`src/rtl/stump_sequencer.sv`:
```
// Stump core instruction sequencer.
// Owns the FETCH/EXECUTE/MEMORY/HALT state register. FETCH and MEMORY are
// held until the memory port acknowledges. The block also evaluates Bcc
// conditions, provides halt/single-step debug control, a sticky memory-timeout
// error and a retired-instruction counter.
//
//   state   | meaning
//   --------+---------------------------------------------------------------
//   FETCH   | instruction read on the memory port; IR loads when mem_ready
//   EXECUTE | single-cycle ALU/branch execution, or address phase of LD/ST
//   MEMORY  | LD/ST data access; the instruction retires when mem_ready
//   HALT    | debug stop or bus-error trap; no memory traffic
module stump_sequencer #(
  parameter int unsigned WAIT_MAX = 15,
  parameter int unsigned CNT_W    = 16
) (
  input  logic             clk,
  input  logic             rst,
  input  logic [15:0]      ir,
  input  logic [3:0]       cc,
  input  logic             mem_ready,
  input  logic             halt_req,
  input  logic             step_req,
  output logic [1:0]       state,
  output logic             mem_req,
  output logic             advance,
  output logic             branch_taken,
  output logic             retire,
  output logic             halted,
  output logic             bus_error,
  output logic [CNT_W-1:0] instr_count
);

  typedef enum logic [1:0] {
    S_FETCH   = 2'b00,
    S_EXECUTE = 2'b01,
    S_MEMORY  = 2'b10,
    S_HALT    = 2'b11
  } state_t;

  localparam logic [7:0] WAIT_LIM = 8'(WAIT_MAX);

  state_t     cur_state;
  state_t     nxt_state;
  state_t     bnd_state;
  logic [7:0] wait_cnt;
  logic       step_pend;
  logic       timeout;
  logic       is_ldst;
  logic       is_bcc;
  logic       cond_true;
  logic       wait_inc;
  logic       set_err;
  logic       set_step;
  logic       clr_step;

  // Odd condition codes test a flag expression directly, even codes test its
  // inverse; code pair 0/1 uses a constant 0 so that 0 is "always".
  function automatic logic eval_cond(input logic [3:0] cond, input logic [3:0] flags);
    logic n, z, v, c;
    logic base;
    n = flags[3];
    z = flags[2];
    v = flags[1];
    c = flags[0];
    case (cond[3:1])
      3'd0:    base = 1'b0;
      3'd1:    base = c | z;
      3'd2:    base = c;
      3'd3:    base = z;
      3'd4:    base = v;
      3'd5:    base = n;
      3'd6:    base = n ^ v;
      default: base = (n ^ v) | z;
    endcase
    return cond[0] ? base : ~base;
  endfunction

  assign is_ldst   = (ir[15:13] == 3'b110);
  assign is_bcc    = (ir[15:13] == 3'b111);
  assign cond_true = eval_cond(ir[11:8], cc);
  assign timeout   = (wait_cnt == WAIT_LIM);
  assign state     = cur_state;

  // Instruction boundary: stop if debug asks for it or a single step is owed.
  assign bnd_state = (halt_req || step_pend) ? S_HALT : S_FETCH;

  // Next-state and per-state output decode.
  always_comb begin
    nxt_state    = cur_state;
    mem_req      = 1'b0;
    advance      = 1'b0;
    branch_taken = 1'b0;
    retire       = 1'b0;
    halted       = 1'b0;
    wait_inc     = 1'b0;
    set_err      = 1'b0;
    set_step     = 1'b0;
    clr_step     = 1'b0;
    case (cur_state)
      S_FETCH: begin
        mem_req = 1'b1;
        advance = mem_ready;
        if (mem_ready) begin
          nxt_state = S_EXECUTE;
        end else if (timeout) begin
          set_err   = 1'b1;
          nxt_state = S_HALT;
        end else begin
          wait_inc = 1'b1;
        end
      end
      S_EXECUTE: begin
        advance      = 1'b1;
        branch_taken = is_bcc & cond_true;
        if (is_ldst) begin
          nxt_state = S_MEMORY;
        end else begin
          retire    = 1'b1;
          clr_step  = 1'b1;
          nxt_state = bnd_state;
        end
      end
      S_MEMORY: begin
        mem_req = 1'b1;
        advance = mem_ready;
        if (mem_ready) begin
          retire    = 1'b1;
          clr_step  = 1'b1;
          nxt_state = bnd_state;
        end else if (timeout) begin
          set_err   = 1'b1;
          nxt_state = S_HALT;
        end else begin
          wait_inc = 1'b1;
        end
      end
      S_HALT: begin
        halted = 1'b1;
        // A bus error traps here until reset. Dropping halt_req resumes and
        // wins over a coincident step request.
        if (!bus_error) begin
          if (!halt_req) begin
            clr_step  = 1'b1;
            nxt_state = S_FETCH;
          end else if (step_req) begin
            set_step  = 1'b1;
            nxt_state = S_FETCH;
          end
        end
      end
      default: begin
        nxt_state = S_FETCH;
      end
    endcase
  end

  // State register.
  always_ff @(posedge clk) begin
    if (rst) begin
      cur_state <= S_FETCH;
    end else begin
      cur_state <= nxt_state;
    end
  end

  // Consecutive wait-cycle counter, restarted on every state change.
  always_ff @(posedge clk) begin
    if (rst) begin
      wait_cnt <= 8'd0;
    end else if (nxt_state != cur_state) begin
      wait_cnt <= 8'd0;
    end else if (wait_inc) begin
      wait_cnt <= wait_cnt + 8'd1;
    end
  end

  // Sticky bus error and pending single step.
  always_ff @(posedge clk) begin
    if (rst) begin
      bus_error <= 1'b0;
      step_pend <= 1'b0;
    end else begin
      if (set_err) begin
        bus_error <= 1'b1;
      end
      if (set_step) begin
        step_pend <= 1'b1;
      end else if (clr_step) begin
        step_pend <= 1'b0;
      end
    end
  end

  // Retired-instruction counter, wraps freely.
  always_ff @(posedge clk) begin
    if (rst) begin
      instr_count <= '0;
    end else if (retire) begin
      instr_count <= instr_count + 1'b1;
    end
  end

endmodule
```
`config.mk`:
```
export PLATFORM = sky130hd
export DESIGN_NAME = stump_sequencer
export DESIGN_NICKNAME = d
export VERILOG_FILES = /design/src/rtl/stump_sequencer.sv
export SDC_FILE = /design/constraint.sdc
export NUM_CORES = 1
export LEC_CHECK = 0
export ABC_CLOCK_PERIOD_IN_PS = 5450
export CORE_UTILIZATION = 45
export CTS_CLUSTER_SIZE = 16
export DETAILED_ROUTE_END_ITERATION = 10
export GPL_TIMING_DRIVEN = 0
export PLACE_DENSITY = 0.74
export SLEW_MARGIN = 10
export SYNTH_ARGS = -nofsm -noshare
export SYNTH_HDL_FRONTEND = slang
export SYNTH_SLANG_ARGS = --single-unit
```
`constraint.sdc`:
```
create_clock -name clk -period 5.45 [get_ports clk]
set_clock_uncertainty 0.05 [all_clocks]
set_input_delay 1.09 -clock clk [delete_from_list [all_inputs] [get_ports clk]]
set_output_delay 1.09 -clock clk [all_outputs]
set_load 0.05 [all_outputs]
```
* Yosys cells after proc, flatten, opt, wreduce, memory -nomap -nowiden
Cells that the tools add are included.
** Word-level totals
- Register bits after elaboration :: 28
- Latch bits :: 0
- RAM bits :: 0
- Memory bits (read-only) :: 0
- Bits of input ports :: 25
- Output and inout bits :: 24
- Logic and storage cells :: 64
- Memories :: 0
** Cells by class
- $add $sub $neg :: 2
- Multipliers :: 0
- Div/mod/pow operators :: 0
- Order comparisons :: 0
- Equal/unequal tests :: 13
- Shift-type cells :: 0
- Mux-type cells :: 33
- Bitwise gates (word level) :: 5
- Reduce and logical (&&, ||, !) cells :: 6
** Operators by type and width (number)
- $mux W1 :: 20
- $add A16 B1 Y16 const B :: 1
- $mux W2 :: 8
- $eq A3 B3 Y1 const B :: 5
- $add A8 B1 Y8 const B :: 1
- $eq A8 B4 Y1 const B :: 1
- $pmux W2 S4 :: 1
- $pmux W1 S7 :: 1
- $eq A3 B2 Y1 const B :: 2
- $eq A2 B2 Y1 const B :: 2
- $pmux W1 S2 :: 2
- $reduce_or A2 Y1 :: 2
- $eq A3 B1 Y1 const B :: 1
- $logic_not A3 Y1 :: 1
- $pmux W1 S3 :: 1
- $eq A2 B1 Y1 const B :: 1
- $logic_not A2 Y1 :: 1
- $ne A2 B2 Y1 :: 1
- $or A1 B1 Y1 :: 2
- $reduce_bool A2 Y1 :: 1
- $and A1 B1 Y1 :: 1
- $logic_or A1 B1 Y1 :: 1
- $not A1 Y1 :: 1
- $xor A1 B1 Y1 :: 1

* Longest topological paths before layout
- Word-level depth :: 7
- Depth in mapped cells :: 8
- Depth with buffers taken out :: 7

* Worst setup path before layout
Ideal clock, no wire load.
- Path kind :: input to output
- Start point :: input port ir[10]
- End point :: output port branch_taken
- Data arrival time :: 2382 ps
- Data required time :: 4310 ps
- Setup slack :: 1928 ps
- Stages :: 5
- Buffers on the path :: 0
- Cells stage by stage :: or2_2 a21oi_1 a221oi_1 xor2_1 nor2_1
** Between the ends
- Cells in the longest elaborated chain, start to end :: 6
- Elaborated cells between the ends (all ways) :: 12
- Classes of those cells :: eq/ne: 6; mux: 3; bitwise: 2; reduce/logical: 1
** RTL lines
- from (decl) :: line 19 : input logic [15:0] ir,
- $eq A3 B3 Y1, or another cell as far along :: line 66 : case (cond[3:1])
- $pmux W1 S7 (*) :: line 66
- $not A1 Y1 :: line 76 : return cond[0] ? base : ~base;
- $mux W1 (*) :: line 76
- $and A1 B1 Y1 (*) :: line 115 : branch_taken = is_bcc & cond_true;
- $mux W1 (*) :: line 100 : case (cur_state)
- to (decl) :: line 27 : output logic branch_taken,
Every way passes the cells marked *; elsewhere a longest branch is shown, timed or not.

* Worst setup path after layout
Same ends and word-level chain as after synthesis.

==> Flow_metrics.wiki <==
{| class="wikitable"
! Metric !! Value
|-
| Worst slew pin tran || 506.8 ps
|-
| Hold-fix buffer count after cts || 0
|-
| Post-synth EDFFs || 0
|-
| Fraction of synthesized cell area in xor and xnor cells || 8.941%
|-
| Cts bufs inserted || 3
|-
| CTS max path bufs || 2
|-
| Share of flip-flops with an asynchronous set or reset after synthesis || 0%
|-
| Dominant combinational cell family by area after synthesis || simple AND/OR/NAND/NOR gates
|-
| Post-synthesis mux area share || 1.803%
|-
| Cell Rows || 21
|-
| Clock transition time at the flip-flop clock pins of the worst setup and hold paths || 100 ps
|-
| Maximum number of pins on one net before global-route repair || 17
|-
| ANT nets after route || 0
|-
| Distinct cells, synth || 42
|-
| Largest area contributor in the netlist || sky130_fd_sc_hd__dfxtp_1
|-
| Count of inserted antenna diode cells || 0
|-
| Overall global routing resource usage || 19.20%
|-
| Total congestion overflow || 0
|-
| Initial antenna violation count || 0
|-
| Total via count in the routed design || 1,559
|-
| Fraction of the mapped netlist area in compound gates || 17.66%
|-
| Number of search-and-repair iterations in the first detailed-routing pass || 4
|-
| Endpoint arrival time on the critical path || 3170 ps
|-
| Run status || finished clean
|-
| Count of final hold-check violations || 0
|-
| Register-to-Register Path Depth || 8
|-
| Worst Hold Depth || 2
|-
| Area fraction of the dominant cell type after synthesis || 33.66%
|-
| Slew HR || 66.11%
|-
| Vias in the first global route || 1,404
|-
| Min Clock Period, post-route || 4311 ps
|-
| Basic-gate share of the synthesized area counting and, or, nand and nor cells || 29.15%
|-
| Metal3 WL || 229 microns
|-
| Category of the critical setup timing path || primary input to primary output
|-
| Num ports || 49
|-
| Cell-by-cell trace of the critical path || clkdlybuf4s50_1 -> or2_2 -> a21oi_1 -> a221oi_1 -> xor2_1 -> nor2_1 -> clkdlybuf4s50_1
|-
| Number of levels the H-tree was split into || 1
|-
| Met1 layer wirelength in the final routing || 1.809 mm
|-
| Max stage delay cell, worst path || sky130_fd_sc_hd__clkdlybuf4s50_1
|-
| Power per Cell Area || 385.7 nW/um^2
|-
| Worst setup SP type || primary input
|-
| Synth Instances || 199
|-
| Sequential-to-total area share from yosys stat || 33.66%
|-
| Final period util || 79.10%
|-
| Clock sinks || 28
|-
| Core Footprint || 3442 sq um
|-
| Total of flip-flops plus latches after synthesis || 28
|-
| Netlist area before placement || 1665 sq um
|-
| Unrepaired setup endpoints after global routing || no
|-
| Critical Path Sink Type || primary output
|-
| Net count after synthesis || 230
|-
| Worst skew pair latency || 270 ps
|-
| Delay of the slowest cell on the worst path || 810 ps
|-
| Synth Area in Adders || 4.508%
|-
| Post-detail-place hpwl || 2.692 mm
|-
| Final RePlAce weighted congestion || 0.8195
|-
| Largest cells by area after synthesis || sky130_fd_sc_hd__dfxtp_1 34%, sky130_fd_sc_hd__xor2_1 8.4%, sky130_fd_sc_hd__ha_1 4.5%, sky130_fd_sc_hd__nand4_1 4.5%, sky130_fd_sc_hd__a21oi_1 3.9%
|-
| Most repeated library cell on the critical path || sky130_fd_sc_hd__clkdlybuf4s50_1
|-
| Met2 routed wirelength || 1.508 mm
|-
| Setup violators final || 0
|-
| Crit path required time || 4310 ps
|-
| Width of the chip || 62.84 microns
|-
| Worst IR drop on VDD || 280.2 uV
|-
| Primary flip-flop cell chosen by synthesis mapping || sky130_fd_sc_hd__dfxtp_1
|-
| Root Buffer || sky130_fd_sc_hd__clkbuf_8
|-
| Starting density of the core || 48.38%
|-
| Layout cell share with drive strength beyond 1 || 7.054%
|-
| Detail-routed net length per standard cell || 12.53 microns
|-
| Post-layout net count || 273
|-
| Achievable Freq || 0.2320 GHz
|-
| Worst min-delay path category || register to register
|-
| Final sum of negative setup slack || 0 ps
|-
| Max FO, Critical Path || 4
|-
| Leading cell type in the layout, fill and taps excluded || sky130_fd_sc_hd__clkdlybuf4s50_1
|-
| Most used cells in the layout excluding fill and tap cells || 38 x sky130_fd_sc_hd__clkdlybuf4s50_1, 28 x sky130_fd_sc_hd__dfxtp_1, 17 x sky130_fd_sc_hd__nor2_1
|-
| Number of pins with negative max-slew slack in the final report || 0
|-
| Max-capacitance violation count || 0
|-
| Via density per instance || 5.432
|-
| Number of synthesis warnings || 0
|-
| Final routed DRC violation total || 0
|-
| Overall die area || 3948 sq um
|-
| Total of cells resized after clock tree synthesis || 0
|-
| Number of buffers added on ports || 38
|-
| Filler instances || 302
|-
| Area growth from synthesis to final layout || 30.58%
|-
| P_leak || 0.7998 nW
|-
| Initial DRC Count || 112
|-
| Routed wire length || 3.597 mm
|-
| Avg Cell Area, Syn || 8.369 sq um
|-
| Global-route wire length before repair || 6.175 mm
|-
| Top metal layer carrying routed signals || met4
|-
| Overall die height || 62.84 microns
|-
| Final core occ || 63.18%
|-
| CTS tree || yes
|-
| Setup Fix Bufs, Post-CTS || 0
|}
metal layers:
metal,GRT usage [%],vias to the layer above
met5,0,-
met4,6.105,0
met3,3.832,4
met2,30.43,60
met1,25.92,691
li1,-,804
final timing paths:
check	from	end	slack [ps]
setup / recovery	ir[10]	branch_taken	1140
hold / removal	instr_count[15]	instr_count[15]	450
setup reg to reg	state[1]	wait_cnt[1]	3150
hold reg to reg	instr_count[15]	instr_count[15]	450
per-stage QoR:
stage | hold slack (ps) | cells | worst slack [ps] | power [W] | cell area (sq um)
2_1_floorplan | 420.5 | 199 | 1928 | 0.0005579 | 1665
6_report | 446.0 | 287 | 1139 | 0.0008386 | 2175
3_5_place_dp | 436.1 | 283 | 1138 | 0.0006734 | 2103
5_1_grt | 486.2 | 287 | 1021 | 0.0008877 | 2175
4_1_cts | 450.3 | 287 | 1134 | 0.0008387 | 2175
3_3_place_gp | 420.5 | 283 | 1166 | 0.0006730 | 2103
where the power goes:
group,switching (W),internal (W),total [W]
combinational,0.000278,0.000148,0.000426
sequential,0.0000283,0.000221,0.000249
clock,0.0000657,0.0000983,0.000164
total,0.000372,0.000467,0.000839
worst max-delay path, delay by kind of cell:
family,cells,cell delay (ps)
compound gates,2,240
simple gates,2,420
buf+inv,2,1270
xor+xnor,1,150
area by class of cell:
cell class                      count  area (sq um)  share of cell area [%]
Buffer                              7         37.54                   1.726
Clock buffer                        3         41.29                   1.899
Clock inverter                      1         30.03                   1.381
Inverter                            9         33.78                   1.554
Multi-Input combinational cell    155          1033                   47.53
Sequential cell                    28         560.5                   25.78
Tap cell                           46         57.56                   2.647
Timing Repair Buffer               38         380.4                   17.49
sequential cells by signal, summed over array words and instances, names as in the netlist:
| register | flops |
|---|---|
| state | 2 |
| step_pend | 1 |
| bus_error | 1 |
| instr_count | 16 |
| wait_cnt | 8 |
logic make-up (layout without fill, tap and decap cells):
logic type / Yosys count / count (layout)
buffers and inverters: 16 / 58
DFF: 28 / 28
AOI/OAI and AO/OA: 42 / 42
xor gates and xnor gates: 17 / 17
and+or+nand+nor: 87 / 87
adders and majority gates: 6 / 6
muxes: 3 / 3
cell usage after synthesis (all sizes together), types with 2 or more instances:
| library cell | number |
|---|---|
| a21oi | 13 |
| a221oi | 2 |
| and2 | 3 |
| and3 | 4 |
| and4 | 4 |
| buf | 2 |
| clkbuf | 5 |
| dfxtp | 28 |
| ha | 6 |
| inv | 9 |
| mux2i | 3 |
| nand2 | 9 |
| nand3 | 12 |
| nand3b | 2 |
| nand4 | 12 |
| nor2 | 18 |
| nor2b | 4 |
| nor3 | 9 |
| o211ai | 3 |
| o21ai | 14 |
| o22ai | 2 |
| or2 | 3 |
| or3 | 4 |
| xor2 | 16 |
(Power assumes the default switching activity.)
